`config.mk`:
```
export PLATFORM = sky130hd
export DESIGN_NAME = pipe_stage_skid
export DESIGN_NICKNAME = d
export VERILOG_FILES = /design/src/rtl/pipe_stage_skid.sv
export SDC_FILE = /design/constraint.sdc
export NUM_CORES = 1
export LEC_CHECK = 0
export BUFFER_PORTS_ARGS = -buffer_cell sky130_fd_sc_hd__buf_2
export CORE_MARGIN = 2
export CORE_UTILIZATION = 50
export CTS_BUF_LIST = sky130_fd_sc_hd__clkbuf_8
export CTS_CLUSTER_SIZE = 8
export DETAILED_ROUTE_END_ITERATION = 7
export GPL_ROUTABILITY_DRIVEN = 0
export HOLD_SLACK_MARGIN = 0.12
export PLACE_DENSITY = 0.78
export SLEW_MARGIN = 10
export SYNTH_ARGS = -nofsm -noshare
export SYNTH_HDL_FRONTEND = slang
export SYNTH_SLANG_ARGS = --single-unit
```
`constraint.sdc`:
```
create_clock -name clock -period 1.7 [get_ports clock]
set_clock_uncertainty 0.15 [all_clocks]
set_input_delay 0.34 -clock clock [delete_from_list [all_inputs] [get_ports clock]]
set_output_delay 0.34 -clock clock [all_outputs]
set_load 0.01 [all_outputs]
```
`src/rtl/pipe_stage_skid.sv`:
```
// Pipeline-boundary register with valid/ready handshake, flush, and an optional two-entry skid buffer.
// The control bundle reads CTRL_BUBBLE whenever the stage holds no entry, so an empty stage is always a no-op.
module pipe_stage_skid #(
  parameter int                 DATA_W      = 32,
  parameter int                 CTRL_W      = 11,
  parameter logic [CTRL_W-1:0]  CTRL_BUBBLE = '0,
  parameter int                 SKID_EN     = 1,
  parameter int                 CNT_W       = 16
) (
  input  logic              clock,
  input  logic              reset,
  input  logic              flush,
  input  logic              in_valid,
  output logic              in_ready,
  input  logic [DATA_W-1:0] in_data,
  input  logic [CTRL_W-1:0] in_ctrl,
  output logic              out_valid,
  input  logic              out_ready,
  output logic [DATA_W-1:0] out_data,
  output logic [CTRL_W-1:0] out_ctrl,
  output logic [1:0]        occupancy,
  output logic [CNT_W-1:0]  stall_cycles
);

  // State encoding equals the number of held entries, so occupancy is the state register itself.
  typedef enum logic [1:0] {
    EMPTY = 2'd0,
    ONE   = 2'd1,
    TWO   = 2'd2
  } state_t;

  typedef struct packed {
    logic [DATA_W-1:0] data;
    logic [CTRL_W-1:0] ctrl;
  } entry_t;

  localparam entry_t          BUBBLE_ENTRY = entry_t'({{DATA_W{1'b0}}, CTRL_BUBBLE});
  localparam entry_t          ZERO_ENTRY   = '0;
  localparam logic [CNT_W-1:0] CNT_ONE     = {{(CNT_W-1){1'b0}}, 1'b1};
  localparam logic [CNT_W-1:0] CNT_MAX     = '1;

  state_t state_q, state_d;
  entry_t main_q, main_d;
  entry_t skid_q, skid_d;
  entry_t in_entry;

  logic push;
  logic pop;

  assign in_entry  = '{data: in_data, ctrl: in_ctrl};
  assign out_valid = (state_q != EMPTY);
  assign out_data  = main_q.data;
  assign out_ctrl  = main_q.ctrl;
  assign occupancy = state_q;

  assign push = in_valid & in_ready;
  assign pop  = out_valid & out_ready;

  // NOTE: every signal written here gets a default first, otherwise an unassigned path infers a latch.
  always_comb begin
    state_d = state_q;
    main_d  = main_q;
    skid_d  = skid_q;
    if (flush) begin
      state_d = EMPTY;
      main_d  = BUBBLE_ENTRY;
      skid_d  = ZERO_ENTRY;
    end else begin
      unique case (state_q)
        EMPTY: begin
          if (push) begin
            state_d = ONE;
            main_d  = in_entry;
          end
        end
        ONE: begin
          if (push && pop) begin
            main_d = in_entry;
          end else if (push && (SKID_EN != 0)) begin
            state_d = TWO;
            skid_d  = in_entry;
          end else if (pop) begin
            state_d = EMPTY;
            main_d  = BUBBLE_ENTRY;
          end
        end
        TWO: begin
          // The skid entry was accepted after main, so it can only move up once main leaves.
          if (pop) begin
            state_d = ONE;
            main_d  = skid_q;
            skid_d  = ZERO_ENTRY;
          end
        end
        default: begin
          state_d = EMPTY;
          main_d  = BUBBLE_ENTRY;
          skid_d  = ZERO_ENTRY;
        end
      endcase
    end
  end

  // NOTE: sequential state uses non-blocking assignments so every register samples pre-edge values.
  always_ff @(posedge clock) begin
    if (reset) begin
      state_q <= EMPTY;
      main_q  <= BUBBLE_ENTRY;
      skid_q  <= ZERO_ENTRY;
    end else begin
      state_q <= state_d;
      main_q  <= main_d;
      skid_q  <= skid_d;
    end
  end

  // Counts stalled edges independently of flush; only reset clears it.
  always_ff @(posedge clock) begin
    if (reset) begin
      stall_cycles <= '0;
    end else if (out_valid && !out_ready && (stall_cycles != CNT_MAX)) begin
      stall_cycles <= stall_cycles + CNT_ONE;
    end
  end

  generate
    if (SKID_EN != 0) begin : g_skid
      // Registered ready breaks the out_ready -> in_ready path; the skid slot absorbs the in-flight entry.
      logic ready_q;

      always_ff @(posedge clock) begin
        if (reset) begin
          ready_q <= 1'b1;
        end else begin
          ready_q <= (state_d != TWO);
        end
      end

      assign in_ready = ready_q;
    end else begin : g_noskid
      assign in_ready = !out_valid | out_ready;
    end
  endgenerate

endmodule
```
==> results of run 1 <==
## cell type report
| class | instances | area (um^2) | share of cell area [%] |
|---|---|---|---|
| well taps | 129 | 161 | 2.36 |
| flip-flops and latches | 105 | 2130 | 31.1 |
| multi-input cells | 350 | 2920 | 42.6 |
| clock buffers | 9 | 124 | 1.81 |
| repair buffers | 190 | 1450 | 21.1 |
| inverters | 3 | 11.3 | 0.164 |
| clock inverters | 7 | 61.3 | 0.895 |
## kinds of logic after synthesis
group           Yosys count  synth area share (%)
flops                   105                  43.5
fa+ha+maj                 1                 0.259
compound gates          164                  27.0
mux                      45                  9.31
buf+inv                  51                  4.24
simple gates            138                  15.4
xor+xnor                  2                 0.362
## power by group through the flow
stage / sequential [mW] / combinational [mW] / clock [mW]
floorplan: 2.62 / 0.349 / 0
global placement: 2.59 / 0.601 / 0
detailed placement: 2.59 / 0.613 / 0
CTS: 2.54 / 0.629 / 1.52
global route: 2.55 / 0.810 / 1.62
finish: 2.55 / 0.757 / 1.50
## cells in the mapped netlist, types with 7 or more instances
cell type  number
mux2i_1        45
and2_1         43
clkbuf_1       33
or3_1           7
a21oi_1        14
nand2_1         8
a22oi_1        43
dfxtp_1       105
a22o_1         43
o2bb2ai_1      43
or4_1           7
o31ai_1         8
buf_2          11
nor2_1         47
## through the flow
step           total power, mW  setup WS [ns]
3_5_place_dp              3.21         -0.276
2_1_floorplan             2.96         -0.131
5_1_grt                   4.98         -0.212
6_report                  4.80         -0.155
4_1_cts                   4.68         -0.146
3_3_place_gp              3.19         -0.223
## path summary, 6_finish.rpt
path	startpoint	to	slack, ns	cells after the start
worst max-delay path	stall_cycles[0]$_SDFFE_PP0P_	stall_cycles[14]$_SDFFE_PP0P_	-0.16	6
worst min-delay path	in_ctrl[2]	out_ctrl[2]$_SDFFE_PP0P_	0.14	3
worst max register to register	stall_cycles[0]$_SDFFE_PP0P_	stall_cycles[14]$_SDFFE_PP0P_	-0.16	6
worst min register to register	out_data[23]$_SDFFE_PP0P_	out_data[23]$_SDFFE_PP0P_	0.32	1
## critical path, stage by stage (launching register included)
cell	delay (ns)
dfxtp_4	0.37
ha_2	0.17
buf_4	0.10
and3_4	0.19
o211ai_1	0.14
or4_1	0.55
a21oi_1	0.13
## flip-flops by register name (all words and copies together) (netlist names)
name	count
out_ctrl	11
out_data	32
in_ready	1
skid_q	43
stall_cycles	16
occupancy	2
## per-layer routing
layer / GRT usage, % / vias up / part of all wire (%)
met2: 41.2 / 175 / 50
met5: 0 / - / 0
met4: 9.64 / 0 / 1.9
li1: - / 2210 / -
met3: 3.97 / 30 / 5.3
met1: 32.0 / 2380 / 43
## timing repair
item,in CTS,in global routing
setup buffers,9,7
pin swaps,6,5
gates cloned,0,10
endpoints found under the setup margin,16,70
gates resized for setup,9,67
## placed cells by master, fill, tap and decap left out, types with 17 or more instances in the layout
| cell | count |
|---|---|
| a22oi_1 | 37 |
| dfxtp_1 | 90 |
| buf_4 | 49 |
| mux2i_1 | 44 |
| and2_1 | 43 |
| o2bb2ai_2 | 30 |
| a22o_1 | 43 |
| buf_2 | 109 |
| buf_6 | 17 |
| nor2_1 | 47 |
==> flow_summary.json, run 1 <==
{
  "ys_types": 40,
  "drt-initial-drc-count": 204,
  "grt_setup_unrepaired": "yes",
  "vias_per_cell": 6.05,
  "slew_headroom_pct": 43.7,
  "cts_htree_levels": 3,
  "drive_above_1_share_pct": 42.6,
  "tightest_slew_ns": 0.845,
  "dp_cells": 751,
  "synth-seq-cells": 105,
  "firstDrtPassIters": 5,
  "hold_class": "in2reg",
  "numPortBuffers": 110,
  "powerDensity_mw_per_mm2": 701,
  "p_seq_share_pct": 53.0,
  "cts_tree": "yes",
  "whs_ns": 0.142,
  "yosysSeqAreaShare_pct": 43.5,
  "rows": 35,
  "ios": 111,
  "cp-start-kind": "flip-flop",
  "synth_area_leader_cell": "dfxtp_1",
  "fin_crit_ns": 1.86,
  "crit_fanout": 3,
  "root_buffer": "clkbuf_8",
  "setup_tns_ns": -5.16,
  "hold_violations": 0,
  "crit_type": "reg2reg",
  "synthFlopType": "dfxtp_1",
  "instances_no_fill": 793,
  "grt_pass1_wl_mm": 20.7,
  "yosys-top-cells-area": "dfxtp_1, mux2i_1, a22o_1",
  "max_freq_mhz": 539,
  "drc": 0,
  "swShare_pct": 28.7,
  "setup_viol": 64,
  "initial_core_util_pct": 51.8,
  "wl_mm": 14.6,
  "design_area_mm2": 0.00685,
  "worstPathRequired_ns": 1.85,
  "vias": 4795,
  "grt_pass1_vias": 4406,
  "placed_cell_area_mm2": 0.00590,
  "dieArea_mm2": 0.0105,
  "yosys_warnings": 0,
  "synth_cells": 506,
  "die_h_um": 102,
  "cts_sinks": 105,
  "die_w_um": 102,
  "synthesis.area_mm2": 0.00484,
  "cts_hold_buffers": 0,
  "cts_buffer_depth": 2,
  "cts_buffers": 9,
  "p_sw_mw": 1.38,
  "antenna_found_initial": 0,
  "post-route-period-util_pct": 109,
  "pwr-share-comb_pct": 15.8,
  "p_leak_nw": 2.77,
  "p_clk_share_pct": 31.3,
  "grtUsageTotal_pct": 24.7,
  "final_util_pct": 73.5,
  "n_fill_cell": 635,
  "synth_edf_count": 0,
  "yosysTopAreaCellShare_pct": 43.5,
  "wl_per_cell_um": 18.4,
  "peakVddDrop_v": 0.000488,
  "p_int_mw": 3.42,
  "dp_hpwl_mm": 8.29,
  "avgSynthCellArea_um2": 9.56,
  "grt_max_degree": 69,
  "syn_to_final_growth_pct": 41.7,
  "slew_viol_final": 0,
  "cp-end-kind": "flip-flop",
  "violations": "negative setup slack",
  "grt_overflow": 0,
  "fin_ws_ns": -0.155,
  "async_flop_share_pct": 0,
  "clk_pin_slew_ns": 0.11,
  "critical_path_arrival_ns": 2.01,
  "layout.nets": 708,
  "insertion_delay_ns": 0.36,
  "drv_cap": 0,
  "antenna_cells": 0,
  "status": "finished with violations",
  "antenna_left": 0,
  "synth.net_count": 555,
  "coreArea_mm2": 0.00933
}
Power figures use the tool's default switching activity.
==> run 2: changes to the inputs <==
Settings changed: CORE_UTILIZATION 50 to 25, PLACE_DENSITY 0.78 to default.
==> run 2 against run 1 <==
  * The flow still finishes with violations (negative setup slack)
  * Worst hold slack better by 0.010 ns
  * Clock-buffer cell count is 2 higher
  * Fmax is 2.5% higher
  * Via count is 4.9% lower
  * Utilization is 34 points lower
  * Largest cell class unchanged
  * Largest power group unchanged
==> flow_summary.json, run 2 (synthesized netlist as in run 1, its figures left out) <==
{
  "clk_pin_slew_ns": 0.11,
  "swShare_pct": 27.0,
  "cts_tree": "yes",
  "cts_htree_levels": 3,
  "pwr-share-comb_pct": 16.8,
  "grt_overflow": 0,
  "crit_fanout": 8,
  "fin_ws_ns": -0.110,
  "grt_pass1_vias": 4448,
  "insertion_delay_ns": 0.37,
  "vias_per_cell": 4.83,
  "cp-end-kind": "flip-flop",
  "power.total_mw": 5.04,
  "dieArea_mm2": 0.0205,
  "p_sw_mw": 1.36,
  "largest_reg_flops": 43,
  "drv_cap": 0,
  "critical_path_arrival_ns": 1.95,
  "grtUsageTotal_pct": 14.6,
  "antenna_found_initial": 0,
  "p_int_mw": 3.68,
  "max_stage_delay_ns": 0.39,
  "instances_no_fill": 943,
  "numPortBuffers": 110,
  "root_buffer": "clkbuf_8",
  "worstPathRequired_ns": 1.84,
  "cts_buffer_depth": 2,
  "die_h_um": 143,
  "drt-initial-drc-count": 161,
  "peakVddDrop_v": 0.000367,
  "cp_top_family": "compound AO/OA/AOI/OAI gates",
  "p_clk_share_pct": 32.7,
  "drive_above_1_share_pct": 44.7,
  "tightest_slew_ns": 0.592,
  "fin_crit_ns": 1.81,
  "grt_setup_unrepaired": "yes",
  "drc": 0,
  "grt_pass1_wl_mm": 23.7,
  "antenna_left": 0,
  "cp-start-kind": "flip-flop",
  "wl_mm": 15.1,
  "wl_per_cell_um": 16.0,
  "hold_class": "in2reg",
  "firstDrtPassIters": 5,
  "p_seq_share_pct": 50.5,
  "post-route-period-util_pct": 106,
  "die_w_um": 143,
  "setup_viol": 52,
  "whs_ns": 0.152,
  "hold_violations": 0,
  "coreArea_mm2": 0.0188,
  "worst-path-buf-inv": 3,
  "cts_sinks": 105,
  "design_area_mm2": 0.00737,
  "initial_core_util_pct": 25.7,
  "dp_cells": 889,
  "crit_type": "reg2reg",
  "status": "finished with violations",
  "vias": 4558,
  "slew_viol_final": 0,
  "dp_hpwl_mm": 9.29,
  "slew_headroom_pct": 60.5,
  "layout.nets": 726,
  "crit_chain": "buf_6 > and3b_2 > a211o_1 > a21oi_4 > buf_12 > clkbuf_16 > o2bb2ai_2",
  "largest_register": "skid_q",
  "layout_commonest_cell": "buf_2",
  "ios": 111,
  "crit_slowest_cell": "dfxtp_4",
  "layout_common_cells": "buf_2, dfxtp_1, buf_4",
  "p_leak_nw": 2.87,
  "syn_to_final_growth_pct": 52.4,
  "violations": "negative setup slack",
  "powerDensity_mw_per_mm2": 684,
  "placed_cell_area_mm2": 0.00617,
  "grt_max_degree": 40,
  "rows": 50,
  "max_freq_mhz": 552,
  "cts_buffers": 9
}
==> run 2: changes by cell type in the layout (fill, tap and decap cells not counted), moves of 3 or more <==
cell / delta
dlygate4sd3_1: +24
a22oi_1: -15
a22oi_2: +15
o2bb2ai_1: -12
o2bb2ai_2: +12
buf_6: -8
buf_12: +6
clkbuf_16: -4
o21ai_0: -3
==> run 2: per-layer routing <==
| layer | GRT usage [%] | part of all wire, % | vias up |
|---|---|---|---|
| met4 | 4.53 | 0.40 | 0 |
| met2 | 23.8 | 47 | 94 |
| met1 | 19.4 | 48 | 2218 |
| met3 | 2.72 | 3.9 | 6 |
| met5 | 0 | 0 | - |
| li1 | - | - | 2240 |
==> run 2: worst register-to-register path: cells and delay by family (launching register included) <==
| kind | cells | cell delay, ns |
|---|---|---|
| flip-flops | 1 | 0.39 |
| buffers and inverters | 3 | 0.46 |
| AND/OR/NAND/NOR | 1 | 0.21 |
| AO/OA/AOI/OAI | 3 | 0.52 |
==> run 2: power by group through the flow <==
stage | clock network (mW) | registers, mW | logic [mW]
2_1_floorplan | 0 | 2.62 | 0.349
3_3_place_gp | 0 | 2.59 | 0.650
3_5_place_dp | 0 | 2.59 | 0.652
4_1_cts | 1.75 | 2.54 | 0.775
5_1_grt | 1.82 | 2.56 | 0.916
6_report | 1.65 | 2.55 | 0.849
==> run 2: worst paths after layout <==
| kind | cells past startpoint | startpoint | slack [ns] | to |
|---|---|---|---|---|
| max | 7 | occupancy[1]$_SDFF_PP0_ | -0.11 | out_ctrl[7]$_SDFFE_PP0P_ |
| min | 3 | in_data[21] | 0.15 | out_data[21]$_SDFFE_PP0P_ |
| max reg2reg | 7 | occupancy[1]$_SDFF_PP0_ | -0.11 | out_ctrl[7]$_SDFFE_PP0P_ |
| min reg2reg | 1 | out_ctrl[8]$_SDFFE_PP0P_ | 0.32 | out_ctrl[8]$_SDFFE_PP0P_ |
==> run 2: metrics by stage <==
step | TNS (ns) | worst slack, ns | utilization, %
6_report | -3.28 | -0.110 | 39.1
3_3_place_gp | -7.91 | -0.245 | 32.8
5_1_grt | -6.60 | -0.198 | 39.1
2_1_floorplan | -4.65 | -0.131 | -
3_5_place_dp | -8.52 | -0.251 | 32.8
4_1_cts | -3.35 | -0.127 | 36.9
==> run 2: layout make-up <==
class                      count  area (um^2)
sequential                   105         2130
timing repair buffer         208         1640
inverter                       3         11.3
clock buffer                  11          151
clock inverter                 5         55.1
fill                        1879        11500
multi-input combinational    350         3060
antenna                        1         2.50
tap                          260          325
==> run 2: what timing repair did <==
| item | 4_1_cts | 5_1_grt |
|---|---|---|
| hold endpoints to repair | 24 | 0 |
| cloned | 2 | 4 |
| gates resized for setup | 46 | 59 |
| hold buffers | 24 | 0 |
| setup endpoints to repair | 55 | 58 |
| pin swaps | 15 | 7 |
| buffers inserted | 5 | 3 |
==> run 3: changes to the inputs <==
Settings changed: GPL_TIMING_DRIVEN from default to 0, SKIP_CTS_REPAIR_TIMING from default to 1.
==> run 3 against run 2 <==
  * The run still ends with negative setup slack left
  * Critical path depth decreased by 3
  * Sequential power about the same
  * Sequential share of layout area increased by 5.4 points
  * Final cell count decreased by 3.9%
  * Combinational power decreased by 23%
  * Global-route usage decreased by 0.66 points
  * Worst hold slack got worse by 0.055 ns
  * First-iteration DRC count increased by 11%
  * Wire length decreased by 3.4%
  * Via count decreased by 3.3%
  * Power decreased by 8.9%
  * Design area decreased by 15%
==> flow_summary.json, run 3 (synthesized netlist as in run 1, its figures left out) <==
{
  "status": "finished with violations",
  "violations": "negative setup slack",
  "setup_tns_ns": -5.65,
  "grtUsageTotal_pct": 13.9,
  "clk_pin_slew_ns": 0.11,
  "antenna_found_initial": 0,
  "p_seq_share_pct": 55.0,
  "vias": 4409,
  "syn_to_final_growth_pct": 29.7,
  "dieArea_mm2": 0.0205,
  "layout.nets": 691,
  "die_h_um": 143,
  "drive_above_1_share_pct": 32.6,
  "hold_violations": 0,
  "cts_buffer_depth": 2,
  "p_clk_share_pct": 30.9,
  "powerDensity_mw_per_mm2": 733,
  "slew_headroom_pct": 62.9,
  "crit_slowest_cell": "or4_4",
  "tightest_slew_ns": 0.553,
  "crit_fanout": 6,
  "ios": 111,
  "design_area_mm2": 0.00627,
  "root_buffer": "clkbuf_8",
  "grt_pass1_vias": 4043,
  "cp-start-kind": "flip-flop",
  "layout_commonest_cell": "buf_2",
  "post-route-period-util_pct": 109,
  "cts_buffers": 9,
  "fin_ws_ns": -0.160,
  "cts_tree": "yes",
  "peakVddDrop_v": 0.000375,
  "cts_htree_levels": 3,
  "instances_no_fill": 906,
  "coreArea_mm2": 0.0188,
  "r2r_slack_ns": -0.16,
  "firstDrtPassIters": 5,
  "crit_chain": "nand4_4 > or4_4 > or4_4 > a21oi_2",
  "fin_crit_ns": 1.86,
  "final_util_pct": 33.3,
  "initial_core_util_pct": 25.7,
  "dp_hpwl_mm": 10.1,
  "grt_max_degree": 17,
  "die_w_um": 143,
  "largest_reg_flops": 43,
  "vias_per_cell": 4.87,
  "max_stage_delay_ns": 0.57,
  "critical_path_arrival_ns": 2.04,
  "antenna_left": 0,
  "slew_viol_final": 0,
  "p_int_mw": 3.31,
  "hold_class": "in2reg",
  "seq_area_mm2": 0.00215,
  "max_freq_mhz": 538,
  "p_leak_nw": 2.44,
  "drv_cap": 0,
  "pwr-share-comb_pct": 14.2,
  "insertion_delay_ns": 0.39,
  "path_common_cell": "or4_4",
  "cts_sinks": 105,
  "pre_cts_ws_ns": -0.744,
  "largest_register": "skid_q",
  "worstPathRequired_ns": 1.88,
  "layout_common_cells": "buf_2, dfxtp_1, nor2_1",
  "swShare_pct": 28.1,
  "wl_mm": 14.6,
  "grt_pass1_wl_mm": 22.1,
  "numPortBuffers": 109,
  "grt_overflow": 0,
  "wl_per_cell_um": 16.1,
  "setup_viol": 57,
  "n_fill_cell": 1995,
  "rows": 50,
  "drt-initial-drc-count": 179,
  "crit_type": "reg2reg",
  "dp_cells": 875,
  "p_sw_mw": 1.29,
  "drc": 0,
  "grt_setup_unrepaired": "yes",
  "multi_input_area_mm2": 0.00263,
  "cp-end-kind": "flip-flop",
  "placed_cell_area_mm2": 0.00581
}
## run 3: cell types whose count changed in the layout (fill, tap and decap cells not counted), moves of 5 or more
cell | previous run | this run
dfxtp_2 | 11 | 6
dfxtp_4 | 4 | 11
a22oi_1 | 22 | 43
clkbuf_4 | 0 | 5
a22oi_2 | 21 | 0
buf_4 | 48 | 22
o2bb2ai_1 | 0 | 43
buf_2 | 109 | 116
dlygate4sd3_1 | 24 | 0
o2bb2ai_2 | 42 | 0
clkbuf_2 | 0 | 10
clkbuf_1 | 0 | 7
buf_12 | 13 | 0
## run 3: path summary, 6_finish.rpt
path | startpoint | endpoint | depth (start not counted)
hold reg to reg | out_data[6]$_SDFFE_PP0P_ | out_data[6]$_SDFFE_PP0P_ | 1
hold / removal | reset | stall_cycles[15]$_SDFFE_PP0P_ | 2
setup / recovery | stall_cycles[4]$_SDFFE_PP0P_ | stall_cycles[15]$_SDFFE_PP0P_ | 4
setup reg to reg | stall_cycles[4]$_SDFFE_PP0P_ | stall_cycles[15]$_SDFFE_PP0P_ | 4
## run 3: area by class of cell
cell class	count	share of cell area, %
inverters	3	0.180
diodes	1	0.0399
well taps	260	5.19
repair buffers	128	10.9
clock inverters	5	0.539
flip-flops and latches	105	34.3
plain buffers	45	4.91
clock buffers	9	1.97
multi-input cells	350	42.0
## run 3: layer usage
layer  wire [um]  part of all wire [%]  vias to the layer above  GRT usage (%)
li1            -                     -                     2179              -
met1        6900                    47                     2100           18.9
met2        6670                    46                      122           21.8
met3         931                   6.4                        8           4.33
met4         116                  0.79                        0           2.66
met5           0                     0                        -              0
## run 3: worst max-delay path, delay by kind of cell (launching register included)
kind,cells,cell delay [ns]
compound gates,1,0.14
flops,1,0.40
simple gates,3,1.12
## run 3: stage by stage
stage | total power, mW | hold WS (ns)
CTS | 4.65 | 0.107
finish | 4.60 | 0.0975
global route | 4.83 | 0.0911
floorplan | 2.96 | 0.311
global placement | 3.21 | 0.292
detailed placement | 3.21 | 0.294
## run 3: power groups by stage
| stage | sequential (mW) | clock (mW) | combinational [mW] |
|---|---|---|---|
| floorplan | 2.62 | 0 | 0.349 |
| global placement | 2.60 | 0 | 0.614 |
| detailed placement | 2.59 | 0 | 0.617 |
| CTS | 2.54 | 1.49 | 0.621 |
| global route | 2.53 | 1.58 | 0.713 |
| finish | 2.53 | 1.42 | 0.651 |
